[src/rtl/dca_lsu_sched_pkg.sv]
// Shared types, AXI constants and helpers for the LSU store scheduler.
package dca_lsu_sched_pkg;

  typedef enum logic [1:0] {
    ST_IDLE  = 2'd0,
    ST_ISSUE = 2'd1,
    ST_DRAIN = 2'd2,
    ST_DONE  = 2'd3
  } sched_state_e;

  localparam logic [1:0] AXI_BURST_INCR = 2'b01;
  localparam logic [1:0] AXI_RESP_OKAY  = 2'b00;

  // txn_info = {last_row, beats}: beats in the low bits, last_row directly above
  localparam int TXN_BEATS_LSB = 0;

  function automatic int txn_last_row_pos(input int bw_beats);
    return bw_beats;
  endfunction

  function automatic logic [2:0] axi_awsize(input int bw_axi_data);
    logic [2:0] size;
    size = 3'd0;
    for (int i = 0; i < 8; i++) begin
      if ((1 << i) == (bw_axi_data / 8)) size = 3'(i);
    end
    return size;
  endfunction

endpackage

[src/rtl/dca_lsu_outstanding_counter.sv]
// Up/down count of AW bursts still waiting for their B response, with full flag.
module dca_lsu_outstanding_counter
  import dca_lsu_sched_pkg::*;
#(
  parameter int MAX_OUTSTANDING = 4
) (
  input  logic clk,
  input  logic rstnn,
  input  logic clear,
  input  logic inc,
  input  logic dec,
  output logic full
);

  localparam int BW_CNT = $clog2(MAX_OUTSTANDING + 1);

  logic [BW_CNT-1:0] count_q;

  // Simultaneous inc and dec cancel; a stray dec at zero is ignored
  always_ff @(posedge clk) begin
    if (!rstnn || clear) begin
      count_q <= '0;
    end else if (inc && !dec) begin
      count_q <= count_q + 1'b1;
    end else if (dec && !inc && (count_q != '0)) begin
      count_q <= count_q - 1'b1;
    end
  end

  assign full = (count_q == BW_CNT'(MAX_OUTSTANDING));

endmodule

[src/rtl/dca_lsu_store_scheduler.sv]
// Splits one matrix store command into per-row AXI AW bursts and datapath tokens.
// Optional: DCA_LSU_STORE_SCHED_ERROR_ABORT_EN stops issue after the first error response.
module dca_lsu_store_scheduler
  import dca_lsu_sched_pkg::*;
#(
  parameter int BW_ADDR         = 32,
  parameter int BW_AXI_DATA     = 32,
  parameter int BW_ROW_CNT      = 16,
  parameter int BW_BEATS        = 8,
  parameter int MAX_OUTSTANDING = 4
) (
  input  logic                  clk,
  input  logic                  rstnn,
  input  logic                  clear,
  input  logic                  cmd_valid,
  output logic                  cmd_ready,
  input  logic [BW_ADDR-1:0]    cmd_base_addr,
  input  logic [BW_ROW_CNT-1:0] cmd_num_rows,
  input  logic [BW_ADDR-1:0]    cmd_stride,
  input  logic [BW_BEATS-1:0]   cmd_beats,
  output logic                  txn_valid,
  input  logic                  txn_ready,
  output logic [BW_BEATS:0]     txn_info,
  output logic                  awvalid,
  input  logic                  awready,
  output logic [BW_ADDR-1:0]    awaddr,
  output logic [7:0]            awlen,
  output logic [2:0]            awsize,
  output logic [1:0]            awburst,
  input  logic                  bvalid,
  output logic                  bready,
  input  logic [1:0]            bresp,
  output logic                  busy,
  output logic                  done,
  output logic                  error
);

  localparam int LAST_POS = txn_last_row_pos(BW_BEATS);

  sched_state_e state_q, state_d;

  logic [BW_ADDR-1:0]    addr_q;
  logic [BW_ADDR-1:0]    stride_q;
  logic [BW_ROW_CNT-1:0] num_rows_q;
  logic [BW_ROW_CNT-1:0] aw_cnt;
  logic [BW_ROW_CNT-1:0] txn_cnt;
  logic [BW_ROW_CNT-1:0] b_cnt;
  logic [BW_ROW_CNT-1:0] b_cnt_next;
  logic [BW_BEATS-1:0]   beats_q;
  logic [BW_BEATS-1:0]   beats_m1;
  logic                  error_q;
  logic                  bready_q;

  logic accept;
  logic aw_fire;
  logic txn_fire;
  logic b_fire;
  logic b_err;
  logic aw_want;
  logic txn_want;
  logic out_full;
  logic issue_stop;
  logic issue_done;
  logic drain_complete;
  logic txn_last;

  // bready_q doubles as "out of reset"; a soft clear keeps draining B responses
  always_ff @(posedge clk) begin
    if (!rstnn) bready_q <= 1'b0;
    else        bready_q <= 1'b1;
  end

  assign cmd_ready  = (state_q == ST_IDLE) && bready_q;
  assign accept     = cmd_valid && cmd_ready;
  assign b_fire     = bvalid && bready_q && ((state_q == ST_ISSUE) || (state_q == ST_DRAIN));
  assign b_err      = b_fire && (bresp != AXI_RESP_OKAY);
  assign b_cnt_next = b_cnt + BW_ROW_CNT'(b_fire);

  assign aw_want  = (state_q == ST_ISSUE) && (aw_cnt < num_rows_q) && !out_full;
  assign txn_want = (state_q == ST_ISSUE) && (txn_cnt < num_rows_q) && (txn_cnt <= aw_cnt);

  assign aw_fire  = awvalid && awready;
  assign txn_fire = txn_valid && txn_ready;

`ifdef DCA_LSU_STORE_SCHED_ERROR_ABORT_EN
  logic abort_q;
  logic aw_hold_q;
  logic txn_hold_q;

  // After an error only requests already on the bus may complete their handshake
  assign awvalid    = aw_want && (!abort_q || aw_hold_q);
  assign txn_valid  = txn_want && (!abort_q || txn_hold_q);
  assign issue_stop = abort_q && !awvalid && !txn_valid;

  always_ff @(posedge clk) begin
    if (!rstnn || clear || accept) begin
      abort_q    <= 1'b0;
      aw_hold_q  <= 1'b0;
      txn_hold_q <= 1'b0;
    end else begin
      if (b_err) abort_q <= 1'b1;
      aw_hold_q  <= awvalid && !awready;
      txn_hold_q <= txn_valid && !txn_ready;
    end
  end
`else
  assign awvalid    = aw_want;
  assign txn_valid  = txn_want;
  assign issue_stop = 1'b0;
`endif

  // Every issued burst must be answered; aw_cnt equals num_rows unless issue was aborted
  assign issue_done     = ((aw_cnt == num_rows_q) && (txn_cnt == num_rows_q)) || issue_stop;
  assign drain_complete = (b_cnt_next >= aw_cnt);

  dca_lsu_outstanding_counter #(
    .MAX_OUTSTANDING(MAX_OUTSTANDING)
  ) u_outstanding (
    .clk  (clk),
    .rstnn(rstnn),
    .clear(clear || accept),
    .inc  (aw_fire),
    .dec  (b_fire),
    .full (out_full)
  );

  always_ff @(posedge clk) begin
    if (!rstnn || clear) state_q <= ST_IDLE;
    else                 state_q <= state_d;
  end

  // A null command passes through DRAIN so done lands two cycles after acceptance
  always_comb begin
    state_d = state_q;
    done    = 1'b0;
    case (state_q)
      ST_IDLE: begin
        if (accept) state_d = (cmd_num_rows == '0) ? ST_DRAIN : ST_ISSUE;
      end
      ST_ISSUE: begin
        if (issue_done) state_d = drain_complete ? ST_DONE : ST_DRAIN;
      end
      ST_DRAIN: begin
        if (drain_complete) state_d = ST_DONE;
      end
      ST_DONE: begin
        done    = 1'b1;
        state_d = ST_IDLE;
      end
      default: state_d = ST_IDLE;
    endcase
  end

  always_ff @(posedge clk) begin
    if (!rstnn || clear) begin
      addr_q     <= '0;
      stride_q   <= '0;
      num_rows_q <= '0;
      beats_q    <= '0;
      aw_cnt     <= '0;
      txn_cnt    <= '0;
      b_cnt      <= '0;
      error_q    <= 1'b0;
    end else if (accept) begin
      addr_q     <= cmd_base_addr;
      stride_q   <= cmd_stride;
      num_rows_q <= cmd_num_rows;
      beats_q    <= cmd_beats;
      aw_cnt     <= '0;
      txn_cnt    <= '0;
      b_cnt      <= '0;
      error_q    <= 1'b0;
    end else begin
      if (aw_fire) begin
        aw_cnt <= aw_cnt + 1'b1;
        addr_q <= addr_q + stride_q;
      end
      if (txn_fire) txn_cnt <= txn_cnt + 1'b1;
      if (b_fire)   b_cnt   <= b_cnt_next;
      if (b_err)    error_q <= 1'b1;
    end
  end

  assign txn_last = (txn_cnt == (num_rows_q - 1'b1));

  always_comb begin
    txn_info = '0;
    txn_info[TXN_BEATS_LSB +: BW_BEATS] = beats_q;
    txn_info[LAST_POS] = txn_last;
  end

  assign beats_m1 = beats_q - 1'b1;
  assign awaddr   = addr_q;
  assign awlen    = 8'(beats_m1);
  assign awsize   = axi_awsize(BW_AXI_DATA);
  assign awburst  = AXI_BURST_INCR;
  assign bready   = bready_q;
  assign busy     = (state_q != ST_IDLE);
  assign error    = error_q;

endmodule

[config.mk]
export PLATFORM = sky130hd
export DESIGN_NAME = dca_lsu_store_scheduler
export DESIGN_NICKNAME = d
export VERILOG_FILES = /design/src/rtl/dca_lsu_sched_pkg.sv /design/src/rtl/dca_lsu_outstanding_counter.sv /design/src/rtl/dca_lsu_store_scheduler.sv
export SDC_FILE = /design/constraint.sdc
export NUM_CORES = 1
export LEC_CHECK = 0
export BUFFER_PORTS_ARGS = -buffer_cell sky130_fd_sc_hd__buf_4
export CORE_UTILIZATION = 30
export CTS_CLUSTER_DIAMETER = 100
export CTS_CLUSTER_SIZE = 12
export DETAILED_ROUTE_END_ITERATION = 7
export PLACE_DENSITY = 0.55
export SYNTH_ARGS = -nofsm -noshare
export SYNTH_HDL_FRONTEND = slang
export SYNTH_SLANG_ARGS = --single-unit
[constraint.sdc]
create_clock -name clk -period 4.4 [get_ports clk]
set_clock_uncertainty 0.1 [all_clocks]
set_input_delay 0.22 -clock clk [delete_from_list [all_inputs] [get_ports clk]]
set_output_delay 0.22 -clock clk [all_outputs]
set_load 0.01 [all_outputs]
# After elaboration in Yosys (flattened, before gate mapping)
# Index checks and enable logic that the tools add are counted.
totals:
  out_inout_bits: 61
  ff_bits: 143
  wordCells: 77
  in_bits: 97
classes:
  n_eq_ne: 10
  n_lt_le_gt_ge: 4
  addsub: 8
  mux: 12
  n_reduce_logical: 32
ops:
  columns: ["cell", "count"]
  rows:
  - ["$mux 32", 2]
  - ["$eq 16x16->1", 3]
  - ["$add 16x1->16 const B", 2]
  - ["$add 32x32->32", 1]
  - ["$lt 16x16->1", 2]
  - ["$add 16x1->16", 1]
  - ["$ge 16x16->1", 1]
  - ["$le 16x16->1", 1]
  - ["$logic_not 16->1", 1]
  - ["$sub 16x1->16 const B", 1]
  - ["$logic_and 1x1->1", 15]
  - ["$mux 2", 4]
  - ["$pmux 2 s4", 1]
  - ["$reduce_bool 2->1", 4]
  - ["$sub 8x1->8 const B", 1]
  - ["$mux 3", 2]
  - ["$ne 2x2->1 const B", 3]
  - ["$eq 2x2->1 const B", 2]
  - ["$logic_not 1->1", 4]
  - ["$logic_or 1x1->1", 4]
  - ["$add 3x1->3 const B", 1]
  - ["$eq 3x3->1 const B", 1]
  - ["$mux 1", 3]
  - ["$reduce_and 3->1", 1]
  - ["5 further kinds", 5]

# Longest topological paths before layout
# Gate-level depths: netlist (run 1).
logic_depth:
  depth_word: 9
  ltp_mapped: 22
  depth_no_buf: 21

# Hierarchy
# A second synthesis (run 1) with hierarchy kept.
hier_totals:
  hier_cells: 1308
  area_unflattened_um2: 10022.1
modules_own_cells:
  columns: ["module", "cells_each", "seq_area_each_um2", "area_each_um2", "n_inst"]
  rows:
  - ["dca_lsu_store_scheduler", 1284, 2802.7, 9808.2, 1]
  - ["dca_lsu_outstanding_counter", 24, 60.1, 214.0, 1]

# Worst setup path after synthesis (run 1)
# Ideal clock, no wire load.
synth_path:
  path_type: "register to register"
  startpoint: "register state_q[0]"
  endpoint: "register state_q[1]"
  n_path_buf: 1
  required_ns: 4.214
  path_stages_with_launch: 22
  setup_ns: 0.086
  path_slack_ns: 0.566
  period_less_slack_ns: 3.834
  arrival_ns: 3.649
  cell_sequence: "dfxtp_1 > inv_1 > ha_1 > nand3_1 > inv_1 > clkbuf_1 > ha_1 > ha_1 > nand3_1 > nor2_1 > nand3_1 > inv_1 > nand3_1 > nor2_1 > xor2_1 > ha_1 > o21ai_0 > a21oi_1 > a211oi_1 > a21o_1 > a211oi_1 > a211oi_1"
synth_between:
  elab_chain_len: 7
  word_cells_on_any_way: 15
  cone_classes: "1 x add/sub; 1 x order compare; 6 x eq/ne; 1 x mux; 6 x reduce/logical"
synth_rtl:
  columns: ["item", "line", "source"]
  rows:
  - ["start, declared", "dca_lsu_store_scheduler.sv:40", "sched_state_e state_q, state_d;"]
  - ["start signal, assigned", "dca_lsu_store_scheduler.sv:129", "else state_q <= state_d;"]
  - ["$eq 2x1->1 / $eq 2x2->1 (equally long branches)", "dca_lsu_store_scheduler.sv:75", "assign b_fire = bvalid && bready_q && ((state_q == ST_ISSUE) || (state_q == ST_DRAIN));"]
  - ["$logic_or 1x1->1 *", "dca_lsu_store_scheduler.sv:75", null]
  - ["$logic_and 1x1->1 *", "dca_lsu_store_scheduler.sv:75", null]
  - ["via b_fire", "dca_lsu_store_scheduler.sv:57", "logic b_fire;"]
  - ["$add 16x1->16 *", "dca_lsu_store_scheduler.sv:77", "assign b_cnt_next = b_cnt + BW_ROW_CNT'(b_fire);"]
  - ["via b_cnt_next[14]", "dca_lsu_store_scheduler.sv:48", "logic [BW_ROW_CNT-1:0] b_cnt_next;"]
  - ["$ge 16x16->1 *", "dca_lsu_store_scheduler.sv:114", "assign drain_complete = (b_cnt_next >= aw_cnt);"]
  - ["$ne 2x2->1 (no line) *", null, null]
  - ["$reduce_and 3->1 (no line) *", null, null]
# The timed path passes the listed nets; every way through them passes the cells marked *.
# A chain may end at the register's enable or synchronous reset.

# Worst setup path in the final report (run 1)
layout_path:
  startpoint: "register state_q[0]"
  endpoint: "register state_q[1]"
layout_between:
  elab_chain_len: 7
  word_cells_on_any_way: 15
  cone_classes: "1 x add/sub; 1 x order compare; 6 x eq/ne; 1 x mux; 6 x reduce/logical"
layout_rtl:
  columns: ["item", "line"]
  rows:
  - ["$eq 2x1->1 / $eq 2x2->1 (equally long branches)", "dca_lsu_store_scheduler.sv:75"]
  - ["$logic_or 1x1->1 *", "dca_lsu_store_scheduler.sv:75"]
  - ["$logic_and 1x1->1 *", "dca_lsu_store_scheduler.sv:75"]
  - ["$add 16x1->16 *", "dca_lsu_store_scheduler.sv:77"]
  - ["via b_cnt_next[15]", "dca_lsu_store_scheduler.sv:48"]
  - ["$ge 16x16->1 *", "dca_lsu_store_scheduler.sv:114"]
  - ["$ne 2x2->1 (no line) *", null]
  - ["$reduce_and 3->1 (no line) *", null]
# Marks and branches as above.

==> qor.yml, run 1 <==
global_routing:
  grt_max_degree: 60
  gr-total-overflow: 0
  grt_pass1_vias: 9549
  grt_pass1_wl_mm: 49.2
  grtUsageTotal: 0.183
  antenna_found_initial: 0
critical_path:
  r2r_slack_ns: 0.36
  critPathCaptureType: "flip-flop"
  start_kind: "flip-flop"
  reg2reg_from: "state_q[0]"
  r2r_cells: 18
  cp_data_arrival_time_ns: 4.28
  worstReg2RegEnd: "state_q[1]"
  cp_max_fo: 7
  worstSetupPathType: "reg2reg"
  critPathRequiredTime_ns: 4.65
  endpoint: "state_q[1]"
  crit_path_start: "state_q[0]"
outcome:
  status: "complete, no violations"
worst_hold_path:
  hp-class: "in2reg"
clock_network:
  path_clk_slew_ns: 0.07
  clk_latency_ns: 0.44
  cts-buffers-inserted: 17
  post_cts_buffers: 0
  cts_num_sinks: 143
  cts_tree: "yes"
  cts_max_level: 4
  cts.path.max_buffers: 2
  root_buffer: "clkbuf_16"
timing:
  setup_viol: 0
  drv_slew: 0
  setup_ws_ns: 0.364
  worstMarginPinSlew_ns: 0.935
  final-hold-violation-count: 0
  min_period_over_period: 0.917
  max_freq_mhz: 248
  rsz0062_at_grt: "false"
  fin_crit_ns: 4.04
  fin_setup_tns_ns: 0
  max_slew_margin: 0.377
pwr:
  seqPwrFrac: 0.398
  combPwrFrac: 0.149
  p_int_w: 0.00246
  ir_drop_mv: 0.251
  p_per_area_mw_per_mm2: 265
  switching_share: 0.273
  p_sw_w: 0.000924
  clock_power_share: 0.453
  p_leak_nw: 5.22
finish:
  antenna_cells: 0
  multi_input_area_sq_mm: 0.00654
  area_growth_pct: 29.4
  fillers: 3338
  instances_no_fill: 1942
  nets: 1692
  design_area_sq_mm: 0.0128
  utilization: 0.394
  drive_gt1_frac: 0.141
  regArea_sq_mm: 0.00286
yosys:
  synth-seq-area-share: 0.290
  yosys_warnings: 0
  netlist_area_sq_mm: 0.00987
  ys_ff_latch: 143
  synthTopCellsByCount: "nand2_1 (207), a21oi_1 (143), dfxtp_1 (143)"
  synth_edf_count: 0
  yosys_most_used_dff: "dfxtp_1"
  synth_top_area_frac: 0.290
  ys_types: 67
  postSynthAreaPerCell_sq_um: 7.66
  synthCells: 1289
  synth_largest_area_cell: "dfxtp_1"
  async_reset_ff_frac: 0
  synth_most_common_cell: "nand2_1"
  netlist_top_cells_area: "dfxtp_1 (29%), ha_1 (13%), nand2_1 (7.9%)"
place:
  dp.cells: 1832
  io_buffer_count: 152
  place_area_sq_mm: 0.0114
  dp_slack_ns: 0.362
  gp_congestion: 0.853
  detailed_place_hpwl_mm: 22.4
die:
  fp.dieH_um: 183
  ios: 158
  die-area_sq_mm: 0.0336
  row_count: 66
  fp.dieW_um: 183
  start_util: 0.304
  coreArea_sq_mm: 0.0325
drt:
  routedWlPerCell_um: 15.7
  drt_iter0_markers: 613
  firstDrtPassIters: 8
  wl_mm: 30.4
  ant_nets: 0
  num_vias: 9878
  viasPerCell: 5.09
  drc_errors: 0
run:
  cap_violations: 0
==> per-stage QoR <==
| step | hold slack, ns | power, W |
|---|---|---|
| floorplan | 0.148 | 0.00164 |
| global placement | 0.267 | 0.00182 |
| detailed placement | 0.269 | 0.00182 |
| CTS | 0.000839 | 0.00342 |
| global route | 0.0147 | 0.00353 |
| finish | 0.0121 | 0.00339 |
==> registers in the layout, indices dropped and copies added (netlist names) <==
signal,count
beats_q,8
u_outstanding.count_q,3
error,1
txn_cnt,16
awaddr,32
state_q,2
stride_q,32
b_cnt,16
aw_cnt,16
bready,1
num_rows_q,16
==> worst min path at each step <==
stage	depth (start not counted)	to	start	slack (ns)
floorplan	0	bready	rstnn	0.15
global route	3	awaddr[15]	cmd_base_addr[15]	0.01
CTS	3	awaddr[19]	cmd_base_addr[19]	0.0008
finish	3	awaddr[8]	cmd_base_addr[8]	0.01
global placement	1	bready	rstnn	0.27
detailed placement	1	bready	rstnn	0.27
==> area by class of cell <==
| class | count | area share |
|---|---|---|
| clock inverter | 14 | 0.0129 |
| multi-input combinational | 1025 | 0.511 |
| clock buffer | 18 | 0.0344 |
| tap | 442 | 0.0433 |
| timing repair buffer | 240 | 0.156 |
| inverter | 60 | 0.0176 |
| sequential | 143 | 0.224 |
==> cell families (layout without fill, tap and decap cells) <==
group / after synthesis / after routing / synth area share
AOI/OAI and AO/OA: 328 / 328 / 0.203
xor gates and xnor gates: 92 / 92 / 0.0816
adders and majority gates: 108 / 108 / 0.138
buffers and inverters: 124 / 332 / 0.0507
DFF: 143 / 143 / 0.290
muxes: 8 / 8 / 0.00862
other: 2 / 5 / 0.000761
and+or+nand+nor: 484 / 484 / 0.227
==> layout by cell type, fill, tap and decap left out, drive strengths merged, types with 4 or more instances in the layout <==
cell type,n
buf,162
a31oi,14
o21ai,60
conb,5
nand2b,6
o22ai,4
o21a,7
clkinvlp,5
nor2b,11
nor3,23
dlygate4sd3,78
a311oi,8
clkinv,4
nand4,32
xor2,28
o211a,5
and3,14
a21o,24
inv,62
nor4,22
a21oi,144
nand3,39
mux2i,4
o31ai,7
o211ai,10
a211oi,19
nand2,207
dfxtp,143
or4,4
nor2,104
or3,13
mux2,4
xnor2,64
clkbuf,18
ha,106
==> critical path: stages (launching register included) <==
cell      delay [ns]
dfxtp_1         0.39
inv_1           0.10
ha_1            0.32
nand3_1         0.09
inv_1           0.08
ha_1            0.17
nand3_1         0.14
nor2_1          0.42
nand4_1         0.27
nor2_1          0.29
nand3_1         0.14
xnor2_1         0.18
ha_1            0.26
o21ai_0         0.08
a21oi_1         0.08
a211oi_1        0.33
a21o_1          0.22
a211oi_1        0.05
a211oi_1        0.25
==> metal layers <==
layer	GRT usage	routed length (um)
met5	0	0
met4	0.0540	525
met3	0.0322	1180
met2	0.308	14400
met1	0.237	14300
==> power groups by stage <==
| stage | logic [W] | clock network (W) | registers, W |
|---|---|---|---|
| finish | 0.000505 | 0.00153 | 0.00135 |
| global route | 0.000560 | 0.00162 | 0.00135 |
| CTS | 0.000505 | 0.00156 | 0.00135 |
| detailed placement | 0.000448 | 0 | 0.00138 |
| global placement | 0.000443 | 0 | 0.00138 |
| floorplan | 0.000263 | 0 | 0.00137 |
==> timing repair <==
item,4_1_cts,5_1_grt
hold buffers,78,0
hold endpoints to repair,77,0
setup endpoints to repair,0,1
resized for setup,0,1
Note: power is estimated with default switching activity, not from simulation.
==> run 2: changes to the inputs <==
Settings changed: CORE_ASPECT_RATIO from default to 1.2, GPL_ROUTABILITY_DRIVEN from default to 1.
==> run 2 against run 1 <==
Worst setup slack better by 0.015 ns. Flip-flop and latch count stayed put. Hold slack better by 0.0047 ns.
==> qor.yml, run 2 (synthesis results as in run 1) <==
die:
  fp.dieH_um: 201  # was 183 um
  die-area_sq_mm: 0.0336  # about the same
  coreArea_sq_mm: 0.0323  # was 0.0325 sq mm
  start_util: 0.305  # was 0.304
  row_count: 72  # was 66
  ios: 158  # unchanged
  fp.dieW_um: 168  # was 183 um
global_routing:
  grt_max_degree: 65  # was 60
  antenna_found_initial: 0  # unchanged
  grt_pass1_vias: 9513  # was 9,549
  grtUsageTotal: 0.177  # was 0.183
  grt_pass1_wl_mm: 48.0  # was 49.2 mm
  gr-total-overflow: 0  # unchanged
worst_hold_path:
  hp-class: "in2reg"  # unchanged
clock_network:
  cts_num_sinks: 143  # unchanged
  path_clk_slew_ns: 0.06  # was 0.07 ns
  cts-buffers-inserted: 17  # unchanged
  post_cts_buffers: 0  # unchanged
  cts_tree: "yes"  # unchanged
  cts.path.max_buffers: 2  # unchanged
  root_buffer: "clkbuf_16"  # unchanged
  clk_latency_ns: 0.43  # was 0.44 ns
  cts_max_level: 4  # unchanged
timing:
  fin_setup_tns_ns: 0  # unchanged
  min_period_over_period: 0.914  # was 0.917
  worstMarginPinSlew_ns: 0.804  # was 0.935 ns
  rsz0062_at_grt: "false"  # unchanged
  fin_crit_ns: 4.02  # was 4.04 ns
  max_freq_mhz: 249  # was 248 MHz
  final-hold-violation-count: 0  # unchanged
  max_slew_margin: 0.464  # was 0.377
  drv_slew: 0  # unchanged
  setup_viol: 0  # unchanged
critical_path:
  critPathCaptureType: "flip-flop"  # unchanged
  cp_max_fo: 5  # was 7
  critPathBufInv: 3  # was 2
  cpLargestDelayFamily: "compound AO/OA/AOI/OAI gates"  # was simple AND/OR/NAND/NOR gates
  cp_data_arrival_time_ns: 4.26  # was 4.28 ns
  worstSetupPathType: "reg2reg"  # unchanged
  worst_path_largest_cell_delay_ns: 0.38  # was 0.42 ns
  cp_slowest_cell: "dfxtp_1"  # was nor2_1
  critPathRequiredTime_ns: 4.64  # was 4.65 ns
  start_kind: "flip-flop"  # unchanged
  cp_cell_sequence: "inv_1, ha_1, nand3_1, inv_1, ha_1, ha_1, nand3_1, nor2_2, nand3_1, inv_1, nand3_1, nor2_1, xor2_1, ha_1, o21ai_0, a21oi_1, a211oi_1, a21o_1, a211oi_1, a211oi_1"  # was inv_1, ha_1, nand3_1, inv_1, ha_1, nand3_1, nor2_1, nand4_1, nor2_1, nand3_1, xnor2_1, ha_1, o21ai_0, a21oi_1, a211oi_1, a21o_1, a211oi_1, a211oi_1
finish:
  layout_common_cells: "nand2_1 (205), buf_4 (163), a21oi_1 (143), dfxtp_1 (143), ha_1 (106)"  # was nand2_1 (205), buf_4 (162), a21oi_1 (143), dfxtp_1 (143), ha_1 (106)
  utilization: 0.397  # was 0.394
  drive_gt1_frac: 0.138  # was 0.141
  area_growth_pct: 30.1  # was 29.4%
  fillers: 3274  # was 3,338
  antenna_cells: 0  # unchanged
  nets: 1698  # was 1,692
  final_common_cell: "nand2_1"  # unchanged
pwr:
  ir_drop_mv: 0.228  # was 0.251 mV
  p_per_area_mw_per_mm2: 273  # was 265 mW/mm^2
  p_leak_nw: 5.28  # was 5.22 nW
place:
  detailed_place_hpwl_mm: 22.1  # was 22.4 mm
  io_buffer_count: 152  # unchanged
  gp_congestion: 0.877  # was 0.853
drt:
  firstDrtPassIters: 5  # was 8
  viasPerCell: 5.12  # was 5.09
  drt_iter0_markers: 429  # was 613
  drc_errors: 0  # unchanged
  routedWlPerCell_um: 15.5  # was 15.7 um
  ant_nets: 0  # unchanged
  num_vias: 9792  # was 9,878
  wl_mm: 29.7  # was 30.4 mm
run:
  cap_violations: 0  # unchanged
outcome:
  status: "complete, no violations"  # unchanged
run 2: path summary, 6_finish.rpt:
check	start	endpoint	slack, ns	cells past startpoint
worst max-delay path	state_q[0]	state_q[1]	0.38	20
worst min register to register	error	error	0.35	2
worst max register to register	state_q[0]	state_q[1]	0.38	20
worst min-delay path	cmd_base_addr[19]	awaddr[19]	0.02	3
run 2: through the flow:
stage | power (W) | cells | worst slack, ns | cell area, sq um | hold slack [ns]
floorplan | 0.00164 | 1292 | 0.566 | 9880 | 0.148
global placement | 0.00182 | 1798 | 0.323 | 11400 | 0.288
detailed placement | 0.00182 | 1798 | 0.235 | 11400 | 0.289
CTS | 0.00354 | 1913 | 0.212 | 12800 | 0.00407
global route | 0.00364 | 1913 | 0.0370 | 12800 | 0.0273
finish | 0.00350 | 1913 | 0.379 | 12800 | 0.0168
run 2: area by class of cell:
| cell class | count | area (sq um) | share of cell area |
|---|---|---|---|
| inverter | 60 | 225 | 0.0175 |
| timing repair buffer | 246 | 2050 | 0.160 |
| clock buffer | 21 | 440 | 0.0343 |
| tap | 407 | 509 | 0.0397 |
| multi-input combinational | 1025 | 6540 | 0.509 |
| clock inverter | 11 | 211 | 0.0165 |
| sequential | 143 | 2860 | 0.223 |
run 2: worst register-to-register path, stage by stage (launching register included):
cell	delay, ns
dfxtp_1	0.38
inv_1	0.10
ha_1	0.30
nand3_1	0.09
inv_1	0.08
ha_1	0.18
ha_1	0.21
nand3_1	0.16
nor2_2	0.20
nand3_1	0.18
inv_1	0.08
nand3_1	0.16
nor2_1	0.17
xor2_1	0.18
ha_1	0.26
o21ai_0	0.15
a21oi_1	0.06
a211oi_1	0.37
a21o_1	0.23
a211oi_1	0.06
a211oi_1	0.23
run 2: report_power, final:
part           total, W  switching [W]  internal (W)
clock           0.00165       0.000585       0.00106
combinational  0.000506       0.000267      0.000239
sequential      0.00135      0.0000250       0.00132
total           0.00350       0.000877       0.00262
run 2: timing repair:
action | CTS | global route
endpoints found under the hold margin | 82 | 0
resized for setup | 0 | 1
endpoints found under the setup margin | 0 | 2
hold buffers | 83 | 0
run 2: routing by layer:
layer,track usage,vias up,share of wire
met5,0,-,0
met4,0.0537,0,0.017
met3,0.0355,29,0.039
met2,0.324,168,0.51
met1,0.206,4628,0.43
li1,-,4967,-
==> run 3: changes to the inputs <==
Settings changed: BUFFER_PORTS_ARGS -buffer_cell sky130_fd_sc_hd__buf_4 to -buffer_cell sky130_fd_sc_hd__buf_2.
==> run 3 against run 2 <==
Sequential power about the same. Flip-flop and latch count unchanged. Clock-buffer cell count up 2. Largest power group unchanged.
==> qor.yml, run 3 (synthesis results as in run 1) <==
finish:
  area_growth_pct: 24.6  # was 30.1%
  utilization: 0.380  # was 0.397
  fillers: 3372  # was 3,274
  instances_no_fill: 1905  # was 1,913
  multi_input_area_sq_mm: 0.00654  # about the same
  regArea_sq_mm: 0.00286  # unchanged
  nets: 1690  # was 1,698
  drive_gt1_frac: 0.139  # was 0.138
  final_common_cell: "nand2_1"  # unchanged
  antenna_cells: 0  # unchanged
  layout_common_cells: "nand2_1 (205), buf_2 (152), a21oi_1 (143), dfxtp_1 (143), ha_1 (106)"  # was nand2_1 (205), buf_4 (163), a21oi_1 (143), dfxtp_1 (143), ha_1 (106)
worst_hold_path:
  hp-class: "in2reg"  # unchanged
  hp-start: "cmd_base_addr[4]"  # was cmd_base_addr[19]
critical_path:
  reg2reg_from: "state_q[0]"  # unchanged
  cp_slowest_cell: "dfxtp_1"  # unchanged
  r2r_slack_ns: 0.42  # was 0.38 ns
  cp.depth: 20  # unchanged
  worst_path_largest_cell_delay_ns: 0.39  # was 0.38 ns
  cp_cell_sequence: "inv_1, ha_1, nand3_1, inv_1, ha_1, ha_1, nand3_1, nor2_2, nand3_1, inv_1, nand3_1, nor2_1, xor2_1, ha_1, o21ai_0, a21oi_1, a211oi_2, a21o_1, a211oi_1, a211oi_1"  # was inv_1, ha_1, nand3_1, inv_1, ha_1, ha_1, nand3_1, nor2_2, nand3_1, inv_1, nand3_1, nor2_1, xor2_1, ha_1, o21ai_0, a21oi_1, a211oi_1, a21o_1, a211oi_1, a211oi_1
  critPathBufInv: 3  # unchanged
  r2r_cells: 20  # unchanged
  cp_max_fo: 5  # unchanged
  worstSetupPathType: "reg2reg"  # unchanged
  critPathRequiredTime_ns: 4.63  # was 4.64 ns
  crit_path_start: "state_q[0]"  # unchanged
  worstReg2RegEnd: "state_q[1]"  # unchanged
  start_kind: "flip-flop"  # unchanged
  cp_data_arrival_time_ns: 4.22  # was 4.26 ns
  endpoint: "state_q[1]"  # unchanged
  cpLargestDelayFamily: "compound AO/OA/AOI/OAI gates"  # unchanged
  critPathCaptureType: "flip-flop"  # unchanged
run:
  cap_violations: 0  # unchanged
die:
  coreArea_sq_mm: 0.0323  # unchanged
  start_util: 0.305  # unchanged
  row_count: 72  # unchanged
  fp.dieW_um: 168  # unchanged
  fp.dieH_um: 201  # unchanged
  ios: 158  # unchanged
  die-area_sq_mm: 0.0336  # unchanged
pwr:
  p_per_area_mw_per_mm2: 263  # was 273 mW/mm^2
  p_leak_nw: 5.12  # was 5.28 nW
  ir_drop_mv: 0.232  # was 0.228 mV
drt:
  routedWlPerCell_um: 15.4  # was 15.5 um
  firstDrtPassIters: 5  # unchanged
  drc_errors: 0  # unchanged
  viasPerCell: 5.09  # was 5.12
  ant_nets: 0  # unchanged
  num_vias: 9693  # was 9,792
  drt_iter0_markers: 546  # was 429
  wl_mm: 29.4  # was 29.7 mm
outcome:
  status: "complete, no violations"  # unchanged
global_routing:
  grtUsageTotal: 0.174  # was 0.177
  grtUsageMet1: 0.204  # was 0.206
  antenna_found_initial: 0  # unchanged
  grt_pass1_vias: 9429  # was 9,513
  grt_busiest_layer: "met2"  # unchanged
  gr-total-overflow: 0  # unchanged
  grt_pass1_wl_mm: 47.4  # was 48.0 mm
  grt_use_met3: 0.0355  # unchanged
  grt_max_degree: 60  # was 65
  grt_use_met2: 0.315  # was 0.324
timing:
  min_period_over_period: 0.905  # was 0.914
  rsz0062_at_grt: "false"  # unchanged
  drv_slew: 0  # unchanged
  max_slew_margin: 0.509  # was 0.464
  setup_viol: 0  # unchanged
  worstMarginPinSlew_ns: 0.736  # was 0.804 ns
  max_freq_mhz: 251  # was 249 MHz
  fin_setup_tns_ns: 0  # unchanged
  fin_crit_ns: 3.98  # was 4.02 ns
  final-hold-violation-count: 0  # unchanged
clock_network:
  cts_tree: "yes"  # unchanged
  cts_max_level: 4  # unchanged
  cts_num_sinks: 143  # unchanged
  root_buffer: "clkbuf_16"  # unchanged
  clk_latency_ns: 0.42  # was 0.43 ns
  cts-buffers-inserted: 17  # unchanged
  post_cts_buffers: 0  # unchanged
  path_clk_slew_ns: 0.06  # about the same
  cts.path.max_buffers: 2  # unchanged
place:
  io_buffer_count: 152  # unchanged
  dp.cells: 1798  # unchanged
  detailed_place_hpwl_mm: 21.8  # was 22.1 mm
  gp_congestion: 0.851  # was 0.877
-- run 3: per-stage QoR --
stage | total power, W | worst slack [ns] | cell area (sq um) | hold slack [ns]
after floorplan | 0.00164 | 0.566 | 9880 | 0.148
after global placement | 0.00178 | 0.311 | 11000 | 0.329
after detailed placement | 0.00178 | 0.186 | 11000 | 0.330
after CTS | 0.00328 | 0.162 | 12300 | 0.000410
after global routing | 0.00338 | 0.0234 | 12300 | 0.0101
final | 0.00324 | 0.416 | 12300 | 0.0163
-- run 3: worst min path at each step --
stage | depth (start not counted) | endpoint | slack [ns]
after floorplan | 0 | bready | 0.15
after global placement | 1 | bready | 0.33
after detailed placement | 1 | bready | 0.33
after CTS | 3 | awaddr[6] | 0.0004
after global routing | 3 | awaddr[4] | 0.01
final | 3 | awaddr[4] | 0.02
-- run 3: layer usage --
| metal | part of all wire | vias up |
|---|---|---|
| li1 | - | 4954 |
| met1 | 0.43 | 4506 |
| met2 | 0.50 | 196 |
| met3 | 0.042 | 37 |
| met4 | 0.021 | 0 |
| met5 | 0 | - |
-- run 3: repair_timing --
item	4_1_cts	5_1_grt
hold buffers	75	0
hold endpoints to repair	74	0
setup endpoints to repair	0	2
gates resized for setup	0	2
-- run 3: final cells by class --
cell class                 instances  area share
inverter                          60      0.0183
clock buffer                      23      0.0372
multi-input combinational       1025       0.532
timing repair buffer             238       0.130
tap                              407      0.0414
clock inverter                     9     0.00885
sequential                       143       0.233
-- run 3: where the power goes --
group	switching, W	internal, W	total (W)
combinational	0.000261	0.000199	0.000460
clock	0.000582	0.000852	0.00143
sequential	0.0000240	0.00132	0.00135
-- run 3: tightest hold or removal path: cells and delay by family --
family          cells  cell delay (ns)
simple gates        1             0.11
buf+inv             1             0.09
compound gates      1             0.06
